File: src/rtl/fb_stim_gen_pkg.sv
`timescale 1ns/1ps
// Shared definitions for the PLL feedback stimulus generator.
// Mode codes, FSM state encoding and the default phase-kick offset.
// Purely declarative; no logic of its own.
package fb_stim_gen_pkg;

    localparam logic [1:0] MODE_CONST = 2'd0;
    localparam logic [1:0] MODE_SWEEP = 2'd1;

    // 90 degrees of a 16-bit phase accumulator
    localparam int unsigned PHASE_KICK_DEF = 32'h0000_4000;

    typedef enum logic [2:0] {
        ST_IDLE     = 3'd0,
        ST_CONST    = 3'd1,
        ST_SWEEP_UP = 3'd2,
        ST_SWEEP_DN = 3'd3,
        ST_DROP     = 3'd4
    } state_t;

    // States in which the accumulator advances and fb_out may toggle
    function automatic logic is_running(input state_t s);
        return (s == ST_CONST) || (s == ST_SWEEP_UP) || (s == ST_SWEEP_DN);
    endfunction

endpackage

File: src/rtl/fb_stim_gen_nco.sv
`timescale 1ns/1ps
// Purpose: phase accumulator NCO producing the fb_out square wave and a rising-edge tick.
// Latency: fb_out / period_tick registered, 1 cycle after the accumulate they reflect.
// Backpressure: none; run=0 holds the accumulator and forces fb_out low.
module nco_core
    import fb_stim_gen_pkg::*;
#(
    parameter int          ACC_BITS   = 16,
    parameter int          FREQ_BITS  = 10,
    parameter int unsigned PHASE_KICK = PHASE_KICK_DEF
) (
    input  logic                 clk_50,
    input  logic                 rst,
    input  logic                 run,
    input  logic [FREQ_BITS-1:0] freq,
    input  logic                 kick,
    output logic                 fb_out,
    output logic                 period_tick
);

    localparam logic [ACC_BITS-1:0] KICK_OFS = ACC_BITS'(PHASE_KICK);

    logic [ACC_BITS-1:0] acc;
    logic [ACC_BITS-1:0] acc_next;
    logic [ACC_BITS-1:0] freq_ext;
    logic                fb_next;

    // Next phase: hold when stopped, otherwise add the zero-extended word plus optional kick
    always_comb begin
        freq_ext = ACC_BITS'(freq);
        acc_next = acc;
        if (run) begin
            acc_next = acc + freq_ext;
            if (kick) begin
                acc_next = acc_next + KICK_OFS;
            end
        end
        fb_next = run & acc_next[ACC_BITS-1];
    end

    // Accumulator, square-wave output and rising-edge tick registers
    always_ff @(posedge clk_50 or posedge rst) begin
        if (rst) begin
            acc         <= '0;
            fb_out      <= 1'b0;
            period_tick <= 1'b0;
        end else begin
            acc         <= acc_next;
            fb_out      <= fb_next;
            period_tick <= fb_next & ~fb_out;
        end
    end

endmodule

File: src/rtl/fb_stim_gen.sv
`timescale 1ns/1ps
// Purpose: programmable square-wave source for the PLL feedback input (const, sweep, dropout, kick).
// Latency: mode/frequency changes reach the accumulator in the same edge they are registered.
// Backpressure: none; drop_req while dropping and kicks outside running states are ignored.
module fb_stim_gen
    import fb_stim_gen_pkg::*;
#(
    parameter int          ACC_BITS   = 16,
    parameter int          FREQ_BITS  = 10,
    parameter int unsigned SWEEP_DIV  = 50000,
    parameter int unsigned DROP_CYC   = 100000,
    parameter int unsigned PHASE_KICK = PHASE_KICK_DEF
) (
    input  logic                 clk_50,
    input  logic                 rst,
    input  logic                 enable,
    input  logic [1:0]           mode,
    input  logic [FREQ_BITS-1:0] freq_word,
    input  logic [FREQ_BITS-1:0] sweep_lo,
    input  logic [FREQ_BITS-1:0] sweep_hi,
    input  logic                 drop_req,
    input  logic                 phase_kick,
    output logic                 fb_out,
    output logic [FREQ_BITS-1:0] freq_cur,
    output logic                 dropping,
    output logic                 period_tick
);

    localparam int SW_W = (SWEEP_DIV > 1) ? $clog2(SWEEP_DIV) : 1;
    localparam int DW   = (DROP_CYC > 1) ? $clog2(DROP_CYC) : 1;
    localparam logic [SW_W-1:0] SW_LAST   = SW_W'(SWEEP_DIV - 1);
    localparam logic [DW-1:0]   DROP_LAST = DW'(DROP_CYC - 1);

    state_t               state, state_nxt, ret_state, ret_state_nxt;
    logic [FREQ_BITS-1:0] freq_nxt, ret_freq, ret_freq_nxt, freq_inc, freq_dec;
    logic [SW_W-1:0]      step_ctr, step_nxt;
    logic [DW-1:0]        drop_ctr, drop_nxt;
    logic                 nco_run, nco_kick;

    // Next-state, frequency and counter logic; enable low overrides everything
    always_comb begin
        state_nxt     = state;
        freq_nxt      = freq_cur;
        step_nxt      = step_ctr;
        drop_nxt      = drop_ctr;
        ret_state_nxt = ret_state;
        ret_freq_nxt  = ret_freq;
        freq_inc      = freq_cur + 1'b1;
        freq_dec      = freq_cur - 1'b1;

        if (!enable) begin
            state_nxt = ST_IDLE;
            freq_nxt  = '0;
            step_nxt  = '0;
            drop_nxt  = '0;
        end else begin
            case (state)
                ST_IDLE: begin
                    if (mode == MODE_SWEEP) begin
                        state_nxt = ST_SWEEP_UP;
                        freq_nxt  = sweep_lo;
                        step_nxt  = '0;
                    end else begin
                        state_nxt = ST_CONST;
                        freq_nxt  = freq_word;
                    end
                end
                ST_CONST, ST_SWEEP_UP, ST_SWEEP_DN: begin
                    if (drop_req) begin
                        state_nxt     = ST_DROP;
                        drop_nxt      = DROP_LAST;
                        ret_state_nxt = state;
                        ret_freq_nxt  = freq_cur;
                    end else if (state == ST_CONST) begin
                        if (mode == MODE_SWEEP) begin
                            state_nxt = ST_SWEEP_UP;
                            freq_nxt  = sweep_lo;
                            step_nxt  = '0;
                        end else begin
                            freq_nxt = freq_word;
                        end
                    end else if (mode != MODE_SWEEP) begin
                        state_nxt = ST_CONST;
                        freq_nxt  = freq_word;
                    end else if (sweep_lo >= sweep_hi) begin
                        // Degenerate range: park on the lower bound
                        state_nxt = ST_SWEEP_UP;
                        freq_nxt  = sweep_lo;
                        step_nxt  = '0;
                    end else begin
                        step_nxt = (step_ctr == SW_LAST) ? '0 : step_ctr + 1'b1;
                        if (step_ctr == SW_LAST) begin
                            // Out-of-range values (bounds moved) clamp to the violated bound
                            if (state == ST_SWEEP_UP) begin
                                if (freq_cur < sweep_lo) begin
                                    freq_nxt = sweep_lo;
                                end else if (freq_cur >= sweep_hi) begin
                                    freq_nxt  = sweep_hi;
                                    state_nxt = ST_SWEEP_DN;
                                end else begin
                                    freq_nxt = freq_inc;
                                    if (freq_inc == sweep_hi) state_nxt = ST_SWEEP_DN;
                                end
                            end else begin
                                if (freq_cur > sweep_hi) begin
                                    freq_nxt = sweep_hi;
                                end else if (freq_cur <= sweep_lo) begin
                                    freq_nxt  = sweep_lo;
                                    state_nxt = ST_SWEEP_UP;
                                end else begin
                                    freq_nxt = freq_dec;
                                    if (freq_dec == sweep_lo) state_nxt = ST_SWEEP_UP;
                                end
                            end
                        end
                    end
                end
                ST_DROP: begin
                    if (drop_ctr == '0) begin
                        state_nxt = ret_state;
                        freq_nxt  = ret_freq;
                    end else begin
                        drop_nxt = drop_ctr - 1'b1;
                    end
                end
                default: state_nxt = ST_IDLE;
            endcase
        end

        // The NCO follows the state being entered, so fb_out masking lines up with dropping
        nco_run  = is_running(state_nxt);
        nco_kick = phase_kick & is_running(state);
    end

    // FSM, frequency, counter and saved-context registers
    always_ff @(posedge clk_50 or posedge rst) begin
        if (rst) begin
            state     <= ST_IDLE;
            freq_cur  <= '0;
            step_ctr  <= '0;
            drop_ctr  <= '0;
            ret_state <= ST_IDLE;
            ret_freq  <= '0;
            dropping  <= 1'b0;
        end else begin
            state     <= state_nxt;
            freq_cur  <= freq_nxt;
            step_ctr  <= step_nxt;
            drop_ctr  <= drop_nxt;
            ret_state <= ret_state_nxt;
            ret_freq  <= ret_freq_nxt;
            dropping  <= (state_nxt == ST_DROP);
        end
    end

    nco_core #(
        .ACC_BITS   (ACC_BITS),
        .FREQ_BITS  (FREQ_BITS),
        .PHASE_KICK (PHASE_KICK)
    ) u_nco (
        .clk_50      (clk_50),
        .rst         (rst),
        .run         (nco_run),
        .freq        (freq_nxt),
        .kick        (nco_kick),
        .fb_out      (fb_out),
        .period_tick (period_tick)
    );

endmodule

File: config.mk
export PLATFORM = sky130hd
export DESIGN_NAME = fb_stim_gen
export DESIGN_NICKNAME = d
export VERILOG_FILES = /design/src/rtl/fb_stim_gen_pkg.sv /design/src/rtl/fb_stim_gen_nco.sv /design/src/rtl/fb_stim_gen.sv
export SDC_FILE = /design/constraint.sdc
export NUM_CORES = 1
export LEC_CHECK = 0
export ABC_AREA = 1
export CAP_MARGIN = 30
export CORE_ASPECT_RATIO = 1.5
export CORE_MARGIN = 2
export CORE_UTILIZATION = 37
export CTS_CLUSTER_SIZE = 25
export DETAILED_ROUTE_END_ITERATION = 6
export MAX_ROUTING_LAYER = met4
export PLACE_DENSITY = 0.53
export SKIP_CTS_REPAIR_TIMING = 1
export SLEW_MARGIN = 15
export SYNTH_ARGS = -nofsm -noshare
export SYNTH_HDL_FRONTEND = slang
export SYNTH_HIERARCHICAL = 1
export SYNTH_SLANG_ARGS = --single-unit
File: constraint.sdc
create_clock -name clk_50 -period 3.85 [get_ports clk_50]
set_input_delay 0.77 -clock clk_50 [delete_from_list [all_inputs] [get_ports clk_50]]
set_output_delay 0.77 -clock clk_50 [all_outputs]
set_load 0.01 [all_outputs]
==> flow_metrics.tcl, run 1 <==
set metrics [dict create \
    worstPathRequired_ps 4110 \
    drt_first_iter_violations 458 \
    cp-start-kind "input pin" \
    drive_gt1_frac 0.266 \
    path_class "in2reg" \
    n_antenna_cell 0 \
    ios 50 \
    fp.dieArea_sq_um 20600 \
    first_global_vias 7972 \
    initial_core_util 0.377 \
    critPathSlowestCell "fa_2" \
    yosysUniqueCellTypes 50 \
    grt_util_all_layers 0.262 \
    hp-start "u_nco/fb_out$_DFF_PP0_" \
    root_buffer "clkbuf_16" \
    synth_area_sq_um 7190 \
    min_period_ps 3840 \
    avgSynthCellArea_sq_um 6.46 \
    cpMostUsedCell "nand2_2" \
    r2r_slack_ps 40 \
    finalSetupTns_ps 0 \
    hold_slack_ps 447 \
    ys.flop_type "dfrtp_1" \
    fin_crit_sh 0.996 \
    tightest_slew_ps 805 \
    cts.path.max_buffers 2 \
    hold_class "reg2reg" \
    synth.yosys.seq_area_share 0.272 \
    max_freq_mhz 261 \
    grt_max_degree 36 \
    dr.pass1.iters 5 \
    arrival_ps 4090 \
    cap_violations 0 \
    cts_tree "yes" \
    route.detailed.drc 0 \
    run_status "completed" \
    async_flop_share 1.00 \
    grt_use_met2 0.472 \
    wl_per_cell_microns 17.0 \
    clkTransAtPathRegs_ps 60 \
    leakage_uw 0.00476 \
    reg2regPathDepth 27 \
    dieWidth_microns 118 \
    antenna_found_initial 0 \
    area_delta_synth_final_pct 38.7 \
    dp_cells 1523 \
    met1_usage 0.264 \
    hold_viol 0 \
    reg2reg_from "freq_cur[7]$_DFF_PP0_" \
    place_congestion 0.965 \
    worst_setup_path_end_kind "flop" \
    netlist_instances 1113 \
    nNetsFinal 1374 \
    cts_made_buffers 9 \
    finClkSkew_ps 6.97 \
    synth_warnings 6 \
    use_met3 0.0235 \
    ys_seq_elements 78 \
    cts.sinks 78 \
    busiest_layer "met2" \
    layoutNonFillerInstCount 1553 \
    cp_max_fo 5 \
    setup_viol 0 \
    rsz0062_at_grt "true" \
    min_path_cells 1 \
    ant_nets 0 \
    grt_overflow 0 \
    synth-edff-count 0 \
    grt_pass1_wl_microns 41100 \
    power_density_nw_per_um2 425 \
    rows 62 \
    drt_wl_total_microns 26400 \
    peakVddDrop_uv 278 \
    num_vias 8150 \
    die_y_microns 175 \
    clock_latency_ps 340 \
    ctsHtreeMaxLevel 3 \
    syn_nets 1195 \
    max-slew-margin-rel 0.463 \
    holdPathEnd "u_nco/period_tick$_DFF_PP0_" \
    r2r_end "u_nco/period_tick$_DFF_PP0_" \
    drv_slew 0 \
    io_buffers 49 \
    place_hpwl_microns 21100 \
    core_sq_um 19100 \
    slowest_delay_ps 400 \
    vias_per_cell 5.25 \
]
==> metal layers <==
metal | routed length, microns | up-vias
met5 | 0 | -
met4 | 2150 | 0
met3 | 651 | 100
met2 | 13800 | 224
met1 | 9810 | 3758
li1 | - | 4068
==> layout make-up <==
class                   instances  area, sq um
multi-input cells             852         5120
flip-flops and latches         78         1960
clock buffers                  10          229
repair buffers                202         1730
fillers                      1962         9110
inverters                     149          578
well taps                     256          320
clock inverters                 6         38.8
==> kinds of logic after synthesis <==
family | after synthesis | synth area share
and+or+nand+nor | 539 | 0.327
buffers and inverters | 183 | 0.0966
xor gates and xnor gates | 16 | 0.0214
AOI/OAI and AO/OA | 252 | 0.204
DFF | 78 | 0.272
adders and majority gates | 45 | 0.0794
==> state kept, by name, indices dropped and copies added, names as in the netlist <==
name and cells:
u_nco/acc 16, state 3, u_nco/fb_out 1, step_ctr 16
dropping 1, drop_ctr 17, ret_state 3, freq_cur 10
ret_freq 10, u_nco/period_tick 1
==> cells in the final DEF (no fill, tap or decap), types with 16 or more instances in the layout <==
cell type	synthesis	routed
a21oi_1	64	46
a21oi_2	2	16
a31oi_1	16	16
buf_4	0	138
clkdlybuf4s50_1	0	29
dfrtp_1	78	75
ha_1	44	22
ha_4	0	20
inv_1	134	112
inv_2	12	29
nand2_1	275	251
nand2_2	10	29
nand3_1	74	66
nor2_1	107	99
nor3_1	27	27
o21ai_0	93	82
o21ai_1	9	18
o22ai_1	17	17
==> cells in the mapped netlist (2+ instances only) <==
library cell    n  area share
xor2_1         10       0.012
or2_2           5      0.0044
nand4_1        12       0.010
nor3_1         27       0.019
a21oi_2         2      0.0024
a21o_1          2      0.0021
xnor2_1         5      0.0061
nor2_1        107       0.056
a21oi_1        64       0.045
ha_1           44       0.077
and2_1          3      0.0026
inv_1         134       0.070
inv_2          12      0.0063
nand2_2        10      0.0087
nor3_2          2      0.0028
and3_1          2      0.0017
nor4_1          4      0.0035
o211ai_1        9      0.0094
nand2_1       275        0.14
nand3_2         3      0.0042
dfrtp_1        78        0.27
nand3_1        74       0.052
nor2_2          6      0.0052
o21a_1          3      0.0031
a31oi_1        16       0.014
o21ai_2         3      0.0037
o21ai_1         9      0.0063
a211oi_1       15       0.016
buf_2           6      0.0042
a32oi_1         3      0.0037
nand3b_1        4      0.0042
clkinv_1        3      0.0016
o21ai_0        93       0.065
clkbuf_1       27       0.014
o21bai_1        9      0.0094
o22ai_1        17       0.015
o31ai_1         2      0.0021
==> worst max-delay path by stage <==
stage	start	end	slack, ps	cells after the start
after floorplan	sweep_hi[9]	u_nco/acc[15]$_DFF_PP0_	8	27
after global placement	sweep_hi[9]	u_nco/acc[15]$_DFF_PP0_	-840	26
after detailed placement	sweep_lo[9]	u_nco/fb_out$_DFF_PP0_	-880	31
after CTS	sweep_lo[9]	u_nco/fb_out$_DFF_PP0_	-530	31
after global routing	sweep_hi[7]	u_nco/period_tick$_DFF_PP0_	-170	29
final	sweep_hi[7]	u_nco/period_tick$_DFF_PP0_	10	29
==> worst max-delay path: cells and delay by family <==
kind,cells,cell delay (ps)
buffers and inverters,2,150
AND/OR/NAND/NOR,18,1630
adder cells (fa/ha/maj),3,800
AO/OA/AOI/OAI,6,700
==> metrics by stage <==
stage	instance area [sq um]	power, uW	setup WS, ps	utilization
floorplan	7190	2300	8.07	-
global placement	8990	3120	-841	0.471
detailed placement	8990	3130	-882	0.471
CTS	9260	3930	-529	0.485
global route	9970	4560	-169	0.522
finish	9970	4240	13.9	0.522
==> where the power goes <==
| part | internal [uW] | switching, uW | total (uW) |
|---|---|---|---|
| Clock | 434 | 339 | 773 |
| Combinational | 1010 | 1280 | 2290 |
| Sequential | 993 | 180 | 1170 |
| Total | 2440 | 1800 | 4240 |
Note: power is estimated with default switching activity, not from simulation.
==> run 2, diff against run 1 <==
Settings changed: ABC_CLOCK_PERIOD_IN_PS set to 3850.
==> results of run 2 <==
Same layout as run 1: the final DEF is identical, and so are final timing and power.
